--- src/rtl/seq_chunk_adder.sv ---
// Multi-cycle adder/subtractor that processes CHUNK bits per clock, LSB chunk first.
// Results are published only when the final chunk is added, so outputs never show partial sums.
module seq_chunk_adder #(
  parameter int WIDTH = 16,
  parameter int CHUNK = 4
) (
  input  logic             clk,
  input  logic             reset,
  input  logic             start,
  input  logic             mode,
  input  logic [WIDTH-1:0] a,
  input  logic [WIDTH-1:0] b,
  input  logic             carryIn,
  output logic             busy,
  output logic             done,
  output logic [WIDTH-1:0] sum,
  output logic             carryOut,
  output logic             overflow
);

  localparam int NCH   = WIDTH / CHUNK;
  localparam int IDX_W = (NCH > 1) ? $clog2(NCH) : 1;
  localparam logic [IDX_W-1:0] LAST_IDX = IDX_W'(NCH - 1);

  typedef enum logic [1:0] {IDLE, RUN, DONE} state_t;

  state_t           state;
  state_t           state_next;
  logic [WIDTH-1:0] op_a;
  logic [WIDTH-1:0] op_b;
  logic [WIDTH-1:0] partial;
  logic [WIDTH-1:0] partial_next;
  logic             carry;
  logic [IDX_W-1:0] idx;
  logic [CHUNK-1:0] chunk_a;
  logic [CHUNK-1:0] chunk_b;
  logic [CHUNK-1:0] chunk_sum;
  logic             chunk_cout;
  logic             msb_cin;
  logic             last_chunk;

  assign chunk_a    = op_a[idx*CHUNK +: CHUNK];
  assign chunk_b    = op_b[idx*CHUNK +: CHUNK];
  assign {chunk_cout, chunk_sum} = {1'b0, chunk_a} + {1'b0, chunk_b} + {{CHUNK{1'b0}}, carry};
  // Carry into the chunk's top bit recovered from its sum bit: s = a ^ b ^ cin.
  assign msb_cin    = chunk_a[CHUNK-1] ^ chunk_b[CHUNK-1] ^ chunk_sum[CHUNK-1];
  assign last_chunk = (idx == LAST_IDX);

  // Partial result fills from the top; after NCH shifts chunk 0 sits at the LSB.
  generate
    if (NCH > 1) begin : g_multi
      assign partial_next = {chunk_sum, partial[WIDTH-1:CHUNK]};
    end else begin : g_single
      assign partial_next = chunk_sum;
    end
  endgenerate

  assign busy = (state == RUN);
  assign done = (state == DONE);

  always_ff @(posedge clk or posedge reset) begin
    if (reset) state <= IDLE;
    else       state <= state_next;
  end

  always_comb begin
    state_next = state;
    case (state)
      IDLE:    if (start) state_next = RUN;
      RUN:     if (last_chunk) state_next = DONE;
      DONE:    state_next = IDLE;
      default: state_next = IDLE;
    endcase
  end

  always_ff @(posedge clk or posedge reset) begin
    if (reset) begin
      op_a     <= '0;
      op_b     <= '0;
      carry    <= 1'b0;
      idx      <= '0;
      partial  <= '0;
      sum      <= '0;
      carryOut <= 1'b0;
      overflow <= 1'b0;
    end else begin
      case (state)
        IDLE: begin
          // Subtraction is a + ~b + ~borrow, so invert b and the carry at capture.
          if (start) begin
            op_a  <= a;
            op_b  <= b ^ {WIDTH{mode}};
            carry <= carryIn ^ mode;
            idx   <= '0;
          end
        end
        RUN: begin
          partial <= partial_next;
          carry   <= chunk_cout;
          idx     <= idx + 1'b1;
          if (last_chunk) begin
            sum      <= partial_next;
            carryOut <= chunk_cout;
            overflow <= msb_cin ^ chunk_cout;
          end
        end
        default: ;
      endcase
    end
  end

endmodule

--- config.mk ---
export PLATFORM = sky130hd
export DESIGN_NAME = seq_chunk_adder
export DESIGN_NICKNAME = d
export VERILOG_FILES = /design/src/rtl/seq_chunk_adder.sv
export SDC_FILE = /design/constraint.sdc
export NUM_CORES = 1
export LEC_CHECK = 0
export CAP_MARGIN = 10
export CORE_MARGIN = 2
export CORE_UTILIZATION = 39
export CTS_BUF_LIST = sky130_fd_sc_hd__clkbuf_4 sky130_fd_sc_hd__clkbuf_8
export CTS_CLUSTER_DIAMETER = 100
export CTS_CLUSTER_SIZE = 10
export DETAILED_ROUTE_END_ITERATION = 12
export DONT_BUFFER_PORTS = 1
export PLACE_DENSITY = 0.51
export SETUP_SLACK_MARGIN = 0.15
export SLEW_MARGIN = 20
export SYNTH_ARGS = -nofsm -noshare
export SYNTH_HDL_FRONTEND = slang
export SYNTH_SLANG_ARGS = --single-unit
--- constraint.sdc ---
create_clock -name clk -period 3.25 [get_ports clk]
set_input_delay 0.4875 -clock clk [delete_from_list [all_inputs] [get_ports clk]]
set_output_delay 0.4875 -clock clk [all_outputs]
set_load 0.05 [all_outputs]
## After elaboration in Yosys (flattened, before gate mapping)

Index checks and enable logic that the tools add are counted.

| cells by class | value |
|---|---|
| add/sub/neg operators | 3 |
| muxes and demuxes | 7 |
| reduce and logical (&&, ||, !) cells | 6 |
| bitwise operators | 5 |
| eq/ne operators | 5 |
| shift operators | 2 |

Operator list:

| operator | count |
|---|---|
| 16-bit by 5-bit variable part select with 4-bit output | 2 |
| 16-bit bitwise XOR | 1 |
| 2-bit case mux with 2 select lines | 2 |
| 2-bit AND reduction | 4 |
| 2-bit 2-to-1 mux | 3 |
| 4-bit by 4-bit adder with 5-bit output | 1 |
| 5-bit by 1-bit adder with 5-bit output | 1 |
| 2-bit == test, second input constant | 2 |
| 1-bit bitwise XOR | 4 |
| 2-bit by 1-bit adder with 2-bit output, second input constant | 1 |
| 2-bit by 1-bit == test with 1-bit output, second input constant | 1 |
| 2-bit zero test | 1 |
| 2-bit by 1-bit inequality test with 1-bit output, second input constant | 1 |
| 2-bit inequality test, second input constant | 1 |
| 1-bit case mux with 2 select lines | 1 |
| 2-bit nonzero test | 1 |
| 1-bit 2-to-1 mux | 1 |

| word-level totals | value |
|---|---|
| word-level logic and storage cells | 37 |
| register bits after elaboration | 71 |

## Depth between registers and ports, before layout

Gate-level depths: netlist of the first run.

| logic depth | value |
|---|---|
| depth in word-level cells | 5 |
| gate-level depth with buffers | 9 |
| mapped depth without buffers | 8 |

## Worst setup path before layout of the first run

Ideal clock, no wire load.

| timing path | value |
|---|---|
| path type | reg2reg |
| start | register idx[0] |
| end | register carryOut |
| stages on the path, launching flop included | 9 |
| path buffers | 1 |
| required time | 3.125 ns |
| slack | 0.898 ns |
| arrival | 2.227 ns |
| setup time | 0.125 ns |
| path through | dfrtp_1 buf_2 mux4_2 fa_1 inv_1 fa_1 nand2b_1 a21oi_1 mux2_2 |

| on the way | value |
|---|---|
| longest elaborated chain between the ends | 3 |
| elaborated cells on any way between the ends | 6 |

Ends and longest elaborated chain:

| item | RTL line | source |
|---|---|---|
| start, declared | 34 | `logic [IDX_W-1:0] idx;` |
| start signal, assigned | 100 | `idx <= idx + 1'b1;` |
| 16-bit by 5-bit variable part select with 4-bit output (on tied branches) | 42, 43 |  |
| 4-bit by 4-bit adder with 5-bit output | 44 | `assign {chunk_cout, chunk_sum} = {1'b0, chunk_a} + {1'b0, chunk_b} + {{CHUNK{1'b0}}, carry};` |
| 5-bit by 1-bit adder with 5-bit output | 44 |  |
| end signal, assigned | 103 | `carryOut <= chunk_cout;` |
| end, declared | 17 | `output logic carryOut,` |

Several ways; a longest one is shown, not always the timed one.
A chain may end at the register's enable or synchronous reset.

## Worst setup path in the final report of the first run

| timing path | value |
|---|---|
| start | register idx[0] |
| end | register overflow |

| on the way | value |
|---|---|
| longest elaborated chain between the ends | 5 |
| elaborated cells on any way between the ends | 9 |

Ends and longest elaborated chain:

| item | RTL line | source |
|---|---|---|
| 16-bit by 5-bit variable part select with 4-bit output (on tied branches) | 42, 43 |  |
| 4-bit by 4-bit adder with 5-bit output | 44 |  |
| 5-bit by 1-bit adder with 5-bit output | 44 |  |
| 1-bit bitwise XOR | 46 | `assign msb_cin = chunk_a[CHUNK-1] ^ chunk_b[CHUNK-1] ^ chunk_sum[CHUNK-1];` |
| 1-bit bitwise XOR | 104 | `overflow <= msb_cin ^ chunk_cout;` |
| end signal, assigned | 104 |  |
| end, declared | 18 | `output logic overflow` |

Several ways; a longest one is shown, not always the timed one.

==> flow_metrics.env, run 1 <==
export IMPL_cts_htree_levels=3
export IMPL_leakagePower_nw=1.484
export IMPL_worst_r2r_endpoint="overflow$_DFFE_PP0P_"
export IMPL_path_max_fanout=11
export IMPL_ir_drop_mv=0.4095
export IMPL_rr_worst_depth=8
export IMPL_synthArstFlopShare=1.000
export IMPL_path_common_cell="fa_1"
export IMPL_syn_cell_area_sq_mm=0.003035
export IMPL_reg2reg_from="idx[0]$_DFFE_PP0P_"
export IMPL_cts_tree="built"
export IMPL_clk_path_buf_depth=2
export IMPL_first_global_vias=1735
export IMPL_hold_viol_final=0
export IMPL_fin_cells=352
export IMPL_seq_area_frac_synth=0.5523
export IMPL_cp_endpoint="overflow$_DFFE_PP0P_"
export IMPL_grt_overflow_total=0
export IMPL_met3_usage=0.04108
export IMPL_num_vias=1713
export IMPL_initial_core_util=0.3969
export IMPL_layout_common_cells="67 x dfrtp_1, 35 x nand2_1, 19 x a21oi_1, 18 x mux2_2, 18 x nor2_1"
export IMPL_netlist_instances=244
export IMPL_cap_violations=0
export IMPL_power_density_mw_per_mm2=1260
export IMPL_grt_max_degree=54
export IMPL_hpwl_um=3882
export IMPL_grt_usage=0.1444
export IMPL_clock_latency_ns=0.33
export IMPL_report_power_total_mw=4.204
export IMPL_cts_root_buffer="clkbuf_8"
export IMPL_yosys_area_top_type="dfrtp_1"
export IMPL_setup_tns_final_ns=0
export IMPL_post_synth_num_cell_types=27
export IMPL_die_x_um=92.22
export IMPL_startpoint="idx[0]$_DFFE_PP0P_"
export IMPL_num_nets_final=288
export IMPL_finalSetupViolations=0
export IMPL_endpoint_kind="flip-flop"
export IMPL_ys_top_cells_by_area="dfrtp_1 55%, mux2_2 6.7%, mux4_2 5.9%"
export IMPL_syn_to_final_growth_pct=9.934
export IMPL_cp_slowest_cell="dfrtp_1"
export IMPL_worst_setup_path_type="flip-flop to flip-flop"
export IMPL_cts_sinks=67
export IMPL_rsz0062_at_grt="no"
export IMPL_max_freq_ghz=0.3839
export IMPL_finalMaxSlewViolations=0
export IMPL_fin_worst_skew_ns=0.006443
export IMPL_dp_cells=336
export IMPL_grt_pass1_wl_um=9128
export IMPL_port_buffer_count=0
export IMPL_ys_ff_latch=67
export IMPL_clkTransAtPathRegs_ns=0.07
export IMPL_outcome="complete, no violations"
export IMPL_cts_setup_buffers=0
export IMPL_grt_util_met2=0.2255
export IMPL_core_area_sq_mm=0.007647
export IMPL_die_area_sq_mm=0.008505
export IMPL_worstPathRequired_ns=3.50
export IMPL_synth_top_area_frac=0.5523
export IMPL_antenna_found_initial=0
export IMPL_first_pass_iters=4
export IMPL_holdBufCountCts=0
export IMPL_drtIter0Drc=44
export IMPL_crit_arrival_ns=2.86
export IMPL_grt_util_met1=0.1818
export IMPL_ys_warn_count=0
export IMPL_route_detailed_drc=0
export IMPL_crit_chain="mux4_2 -> fa_1 -> inv_1 -> fa_1 -> nand2b_1 -> a21oi_1 -> xor2_1 -> o21ai_0"
export IMPL_wirelength_um=5533
export IMPL_std_cell_rows=32
export IMPL_synth_edff_count=0
export IMPL_final_common_cell="dfrtp_1"
export IMPL_worst_pin_slew_ns=1.015
export IMPL_synth_nets=287
export IMPL_die_h_um=92.22
export IMPL_cp_slowest_stage_delay_ns=0.69
export IMPL_avgSynthCellArea_sq_um=12.44
export IMPL_fin_crit_sh=0.8014
export IMPL_post_cts_resized=0
export IMPL_n_antenna_cell=0
export IMPL_hp_class="input pin to async pin"
export IMPL_io_pins=57
export IMPL_cts_buffers=9
export IMPL_r2r_slack_ns=0.65
export IMPL_whs_ns=0.1044
export IMPL_crit_path_start_kind="flip-flop"
export IMPL_place_gp_congestion=0.7392
export IMPL_maxSlewHeadroom=0.3221
export IMPL_drt_wirelength_per_cell_um=15.72
export IMPL_ant_nets=0
export IMPL_top_usage_layer="met2"
export IMPL_drive_gt1_frac=0.2440
export IMPL_vias_per_cell=4.866
export IMPL_fin_crit_ns=2.605
export IMPL_ys_flop_type="dfrtp_1"
==> worst min-delay path by stage <==
stage,to,startpoint
2_1_floorplan,partial[4]$_DFFE_PP0P_,partial[4]$_DFFE_PP0P_
3_3_place_gp,partial[6]$_DFFE_PP0P_,partial[6]$_DFFE_PP0P_
3_5_place_dp,partial[7]$_DFFE_PP0P_,partial[7]$_DFFE_PP0P_
4_1_cts,sum[9]$_DFFE_PP0P_,reset
5_1_grt,sum[9]$_DFFE_PP0P_,reset
6_report,sum[9]$_DFFE_PP0P_,reset
==> power by group <==
| part | total [mW] | internal, mW | switching (mW) |
|---|---|---|---|
| Combinational | 1.52 | 0.786 | 0.739 |
| Clock | 0.732 | 0.426 | 0.306 |
| Sequential | 1.95 | 1.25 | 0.700 |
| Total | 4.20 | 2.46 | 1.75 |
==> layer usage <==
layer	wire length (um)	share of wire
met4	119	0.022
met2	2719	0.49
met5	0	0
met1	2427	0.44
met3	267	0.048
==> metrics by stage <==
stage | setup WS, ns | cell area [sq um] | utilization
final | 0.6453 | 3337 | 0.4364
after detailed placement | 0.5461 | 3119 | 0.4079
after CTS | 0.5647 | 3337 | 0.4364
after global placement | 0.6449 | 3117 | 0.4076
after floorplan | 0.8983 | 3035 | -
after global routing | 0.3642 | 3337 | 0.4364
==> worst max-delay path: cells and delay by family (launching register included) <==
kind                       cells  cell delay, ns
adders and majority gates      2            0.62
xor gates and xnor gates       1            0.17
muxes                          1            0.59
AOI/OAI and AO/OA              2            0.27
DFF                            1            0.69
and+or+nand+nor                1            0.11
buffers and inverters          1            0.09
==> cell usage after synthesis (2+ instances only) <==
cell and number:
inv_1 6, a21oi_1 19, xnor2_1 17, nor2_1 18, mux2_4 11, xor2_1 3
nand2b_1 2, o21ai_0 9, o21bai_1 2, dfrtp_1 67, buf_6 3, ha_1 4
mux2_2 18, nand2_1 35, fa_1 2, mux4_2 8, clkbuf_1 5, buf_2 6
==> flip-flops by register name, indices dropped and copies added, names as in the netlist <==
register / cells
carry: 1
carryOut: 1
idx: 2
op_a: 16
op_b: 16
overflow: 1
partial: 12
state: 2
sum: 16
==> cell type report <==
cell class,instances,area [sq um]
Fill cell,709,4310
Clock buffer,13,172.7
Multi-Input combinational cell,156,1254
Inverter,7,31.28
Sequential cell,67,1677
Tap cell,102,127.6
Timing Repair Buffer,4,30.03
Clock inverter,3,45.04
==> kinds of logic (layout without fill, tap and decap cells) <==
group / count (synthesis) / after routing / synth area share
AOI/OAI and AO/OA: 33 / 33 / 0.05894
xor gates and xnor gates: 20 / 20 / 0.05771
adders and majority gates: 6 / 6 / 0.02968
buffers and inverters: 21 / 27 / 0.03669
DFF: 67 / 67 / 0.5524
muxes: 38 / 38 / 0.1843
and+or+nand+nor: 59 / 59 / 0.08038
No activity file was read; power rests on OpenSTA's default activity.
==> inputs of run 2 (changes only) <==
==> constraint.sdc (replaced) <==
create_clock -name clk -period 2.55 [get_ports clk]
set_input_delay 0.3825 -clock clk [delete_from_list [all_inputs] [get_ports clk]]
set_output_delay 0.3825 -clock clk [all_outputs]
set_load 0.05 [all_outputs]
==> flow_metrics.env, run 2 (same netlist as run 1, synthesis figures left out) <==
export IMPL_reg2reg_from="idx[0]$_DFFE_PP0P_"
export IMPL_worst_pin_slew_ns=0.5411
export IMPL_grt_usage=0.1416
export IMPL_cap_violations=0
export IMPL_die_h_um=92.22
export IMPL_clkTransAtPathRegs_ns=0.07
export IMPL_rr_worst_depth=7
export IMPL_clock_latency_ns=0.33
export IMPL_fin_crit_sh=0.8778
export IMPL_core_area_sq_mm=0.007647
export IMPL_finalSetupViolations=0
export IMPL_num_nets_final=292
export IMPL_dp_slack_ns=0.2016
export IMPL_cts_htree_levels=3
export IMPL_setup_slack_ns=0.3116
export IMPL_drtIter0Drc=59
export IMPL_route_detailed_drc=0
export IMPL_max_freq_ghz=0.4467
export IMPL_cts_buffers=9
export IMPL_crit_arrival_ns=2.46
export IMPL_setup_tns_final_ns=0
export IMPL_outcome="complete, no violations"
export IMPL_cts_sinks=67
export IMPL_hp_class="input pin to flip-flop"
export IMPL_antenna_found_initial=0
export IMPL_dpl_instance_area_sq_mm=0.003152
export IMPL_io_pins=57
export IMPL_grt_pass1_wl_um=9018
export IMPL_grt_overflow_total=0
export IMPL_top_layer="met4"
export IMPL_fin_area_sq_mm=0.003332
export IMPL_clk_path_buf_depth=2
export IMPL_wl_met2_um=2651
export IMPL_cts_root_buffer="clkbuf_8"
export IMPL_port_buffer_count=0
export IMPL_top_regs="op_a (16), op_b (16), sum (16)"
export IMPL_whs_ns=0.1811
export IMPL_syn_to_final_growth_pct=9.769
export IMPL_die_area_sq_mm=0.008505
export IMPL_hold_viol_final=0
export IMPL_place_gp_congestion=0.7198
export IMPL_worstPathRequired_ns=2.77
export IMPL_r2r_slack_ns=0.31
export IMPL_path_max_fanout=4
export IMPL_ant_nets=0
export IMPL_vias_per_cell=4.859
export IMPL_leakagePower_nw=1.481
export IMPL_drt_met1_wl_um=2404
export IMPL_wirelength_um=5464
export IMPL_seqCellArea_sq_mm=0.001678
export IMPL_final_fill_count=730
export IMPL_die_x_um=92.22
export IMPL_fin_worst_skew_ns=0.006183
export IMPL_endpoint_kind="flip-flop"
export IMPL_std_cell_rows=32
export IMPL_first_global_vias=1771
export IMPL_cp_endpoint="carryOut$_DFFE_PP0P_"
export IMPL_hpwl_um=3811
export IMPL_startpoint="idx[0]$_DFFE_PP0P_"
export IMPL_n_antenna_cell=0
export IMPL_initial_core_util=0.3969
export IMPL_cts_tree="built"
export IMPL_ir_drop_mv=0.7584
export IMPL_worst_setup_path_type="flip-flop to flip-flop"
export IMPL_grt_max_degree=50
export IMPL_finalMaxSlewViolations=0
export IMPL_first_pass_iters=4
export IMPL_fin_crit_ns=2.238
export IMPL_drt_wirelength_per_cell_um=15.44
export IMPL_layout_common_cells="66 x dfrtp_1, 35 x nand2_1, 18 x mux2_2, 18 x nor2_1"
export IMPL_worst_r2r_endpoint="carryOut$_DFFE_PP0P_"
export IMPL_rsz0062_at_grt="no"
export IMPL_maxSlewHeadroom=0.6388
export IMPL_power_density_mw_per_mm2=1592
export IMPL_postLayoutCoreUtil=0.4357
export IMPL_crit_path_start_kind="flip-flop"
export IMPL_drive_gt1_frac=0.2579
export IMPL_final_common_cell="dfrtp_1"
export IMPL_num_vias=1720
export IMPL_multiInputGateArea_sq_mm=0.001261
export IMPL_wl_met3_um=316
[run 2: cell count changes in the layout (fill, tap and decap cells not counted), sizes merged]
cell | before | now
buf | 4 | 7
bufinv | 1 | 0
clkbuf | 13 | 12
dlygate4sd3 | 0 | 1
[run 2: worst max-delay path, cell delays in order, from the launching register on]
cell and delay [ns]:
dfrtp_2 0.41, mux4_2 0.53, fa_1 0.43, inv_1 0.09, fa_1 0.20, nand2b_1 0.14, a21oi_2 0.08, mux2_2 0.26
[run 2: worst min-delay path by stage]
stage	start	to	slack, ns	cells after the start
floorplan	partial[4]$_DFFE_PP0P_	partial[4]$_DFFE_PP0P_	0.45	2
global placement	reset	sum[10]$_DFFE_PP0P_	0.34	1
detailed placement	reset	sum[9]$_DFFE_PP0P_	0.34	1
CTS	a[4]	op_a[4]$_DFFE_PP0P_	0.16	1
global route	a[15]	op_a[15]$_DFFE_PP0P_	0.17	1
finish	a[4]	op_a[4]$_DFFE_PP0P_	0.18	1
[run 2: area by class of cell]
cell class,count,share of cell area
sequential,67,0.5036
multi-input combinational,156,0.3785
clock buffer,12,0.04394
tap,102,0.03830
timing repair buffer,8,0.02253
inverter,7,0.008637
clock inverter,2,0.004506
[run 2: where the power goes]
part,switching [mW],internal [mW],total (mW)
registers,0.850,1.59,2.44
clock network,0.375,0.375,0.750
logic,1.05,1.06,2.11
[run 2: repair_timing]
action                     CTS  global route
hold endpoints to repair    24             0
gates resized for setup      0             3
hold buffers                 1             0
buffers inserted             0             0
setup endpoints to repair    0             5
[run 2: per-stage QoR]
| step | instances | total power [mW] |
|---|---|---|
| floorplan | 244 | 4.066 |
| global placement | 339 | 4.500 |
| finish | 354 | 5.304 |
| detailed placement | 339 | 4.561 |
| global route | 354 | 5.746 |
| CTS | 354 | 5.328 |
[run 2: per-layer routing]
layer  global-route usage  up-vias
met1               0.1731      832
met5                    0        -
li1                     -      836
met3              0.05998        8
met4              0.06716        0
met2               0.2169       44
==> inputs of run 3 (changes only) <==
--- a/config.mk
+++ b/config.mk
@@ -13,6 +13,7 @@
 export CTS_CLUSTER_SIZE = 10
 export DETAILED_ROUTE_END_ITERATION = 12
 export DONT_BUFFER_PORTS = 1
+export GPL_TIMING_DRIVEN = 0
 export PLACE_DENSITY = 0.51
 export SETUP_SLACK_MARGIN = 0.15
 export SLEW_MARGIN = 20
==> flow_metrics.env, run 3 (same netlist as run 1, synthesis figures left out) <==
export IMPL_port_buffer_count=0
export IMPL_n_antenna_cell=0
export IMPL_rr_worst_depth=9
export IMPL_path_common_cell="fa_2"
export IMPL_holdCritStartpoint="a[4]"
export IMPL_first_global_vias=1860
export IMPL_initial_core_util=0.3969
export IMPL_wirelength_um=5806
export IMPL_grt_pass1_wl_um=9873
export IMPL_r2r_slack_ns=0.26
export IMPL_hp_class="input pin to flip-flop"
export IMPL_num_vias=1769
export IMPL_clkTransAtPathRegs_ns=0.07
export IMPL_crit_chain="buf_8 -> mux4_2 -> fa_2 -> inv_2 -> fa_2 -> nand2b_1 -> a21oi_2 -> xor2_1 -> o21ai_0"
export IMPL_worst_r2r_endpoint="overflow$_DFFE_PP0P_"
export IMPL_reg2reg_from="idx[0]$_DFFE_PP0P_"
export IMPL_crit_buf_inv=2
export IMPL_path_max_fanout=6
export IMPL_cts_buffers=9
export IMPL_cp_slowest_stage_delay_ns=0.53
export IMPL_grt_max_degree=40
export IMPL_worstPathRequired_ns=2.76
export IMPL_die_h_um=92.22
export IMPL_cts_htree_levels=3
export IMPL_clk_path_buf_depth=2
export IMPL_route_detailed_drc=0
export IMPL_cts_sinks=67
export IMPL_cp_slowest_cell="mux4_2"
export IMPL_num_nets_final=304
export IMPL_endpoint_kind="flip-flop"
export IMPL_drtIter0Drc=66
export IMPL_cts_root_buffer="clkbuf_8"
export IMPL_syn_to_final_growth_pct=14.26
export IMPL_fin_crit_sh=0.8998
export IMPL_max_freq_ghz=0.4358
export IMPL_clock_latency_ns=0.33
export IMPL_setup_slack_ns=0.2554
export IMPL_worst_setup_path_type="flip-flop to flip-flop"
export IMPL_dp_slack_ns=-0.1905
export IMPL_setup_tns_final_ns=0
export IMPL_holdPathStages=1
export IMPL_worstHoldEndpoint="op_a[4]$_DFFE_PP0P_"
export IMPL_rsz0062_at_grt="no"
export IMPL_worst_pin_slew_ns=0.9870
export IMPL_finalMaxSlewViolations=0
export IMPL_ir_drop_mv=0.7891
export IMPL_grt_usage=0.1548
export IMPL_place_gp_congestion=0.7199
export IMPL_cap_violations=0
export IMPL_drt_wirelength_per_cell_um=15.82
export IMPL_final_common_cell="dfrtp_1"
export IMPL_power_density_mw_per_mm2=1638
export IMPL_drive_gt1_frac=0.2906
export IMPL_antenna_found_initial=0
export IMPL_hold_viol_final=0
export IMPL_io_pins=57
export IMPL_outcome="complete, no violations"
export IMPL_core_area_sq_mm=0.007647
export IMPL_path_delay_family="adder cells"
export IMPL_maxSlewHeadroom=0.3406
export IMPL_crit_arrival_ns=2.51
export IMPL_finalSetupViolations=0
export IMPL_die_area_sq_mm=0.008505
export IMPL_ant_nets=0
export IMPL_die_x_um=92.22
export IMPL_fin_worst_skew_ns=0.007314
export IMPL_whs_ns=0.1813
export IMPL_leakagePower_nw=1.557
export IMPL_top_regs="op_a (16), op_b (16), sum (16)"
export IMPL_vias_per_cell=4.820
export IMPL_crit_cells=9
export IMPL_grt_overflow_total=0
export IMPL_hpwl_um=4141
export IMPL_layout_common_cells="67 x dfrtp_1, 35 x nand2_1, 18 x mux2_2, 18 x nor2_1"
export IMPL_crit_path_start_kind="flip-flop"
export IMPL_cts_tree="built"
export IMPL_fin_crit_ns=2.295
export IMPL_std_cell_rows=32
export IMPL_first_pass_iters=4
[run 3: per-layer routing]
layer | GRT usage | part of all wire | vias to the layer above
met5 | 0 | 0 | -
met4 | 0.06716 | 0.019 | 0
met3 | 0.06163 | 0.056 | 8
met2 | 0.2390 | 0.49 | 45
met1 | 0.1926 | 0.44 | 867
li1 | - | - | 849
[run 3: repair_timing]
action,4_1_cts,5_1_grt
setup endpoints to repair,9,5
pin swaps,0,1
buffers inserted,3,1
resized for setup,6,6
hold buffers,1,0
hold endpoints to repair,28,0
[run 3: final cells by class]
| class | count | area, sq um |
|---|---|---|
| Sequential cell | 67 | 1677 |
| Timing Repair Buffer | 6 | 60.06 |
| Clock inverter | 2 | 35.03 |
| Multi-Input combinational cell | 156 | 1275 |
| Inverter | 7 | 31.28 |
| Clock buffer | 13 | 166.4 |
| Tap cell | 102 | 127.6 |
| Fill cell | 730 | 4179 |
| Buffer | 14 | 96.34 |
[run 3: worst max path at each step]
stage	start	end
detailed placement	idx[1]$_DFFE_PP0P_	overflow$_DFFE_PP0P_
CTS	idx[0]$_DFFE_PP0P_	overflow$_DFFE_PP0P_
global route	idx[0]$_DFFE_PP0P_	sum[15]$_DFFE_PP0P_
floorplan	idx[0]$_DFFE_PP0P_	carryOut$_DFFE_PP0P_
finish	idx[0]$_DFFE_PP0P_	overflow$_DFFE_PP0P_
global placement	reset	op_b[10]$_DFFE_PP0P_
[run 3: where the power goes]
part | total (mW) | switching (mW) | internal (mW)
registers | 2.40 | 0.814 | 1.59
logic | 2.39 | 1.19 | 1.20
clock network | 0.892 | 0.371 | 0.520
total | 5.68 | 2.38 | 3.31
[run 3: per-stage QoR]
| step | area [sq um] | cells | total power [mW] | utilization |
|---|---|---|---|---|
| after floorplan | 3035 | 244 | 4.066 | - |
| after CTS | 3437 | 366 | 5.613 | 0.4494 |
| after detailed placement | 3186 | 347 | 4.610 | 0.4166 |
| final | 3468 | 367 | 5.683 | 0.4535 |
| after global routing | 3468 | 367 | 6.149 | 0.4535 |
| after global placement | 3163 | 346 | 4.526 | 0.4136 |
[run 3: worst register-to-register path, stage by stage (launching register included)]
cell and delay (ns):
dfrtp_1 0.38, buf_8 0.13, mux4_2 0.53, fa_2 0.40
inv_2 0.08, fa_2 0.20, nand2b_1 0.12, a21oi_2 0.08
xor2_1 0.18, o21ai_0 0.09
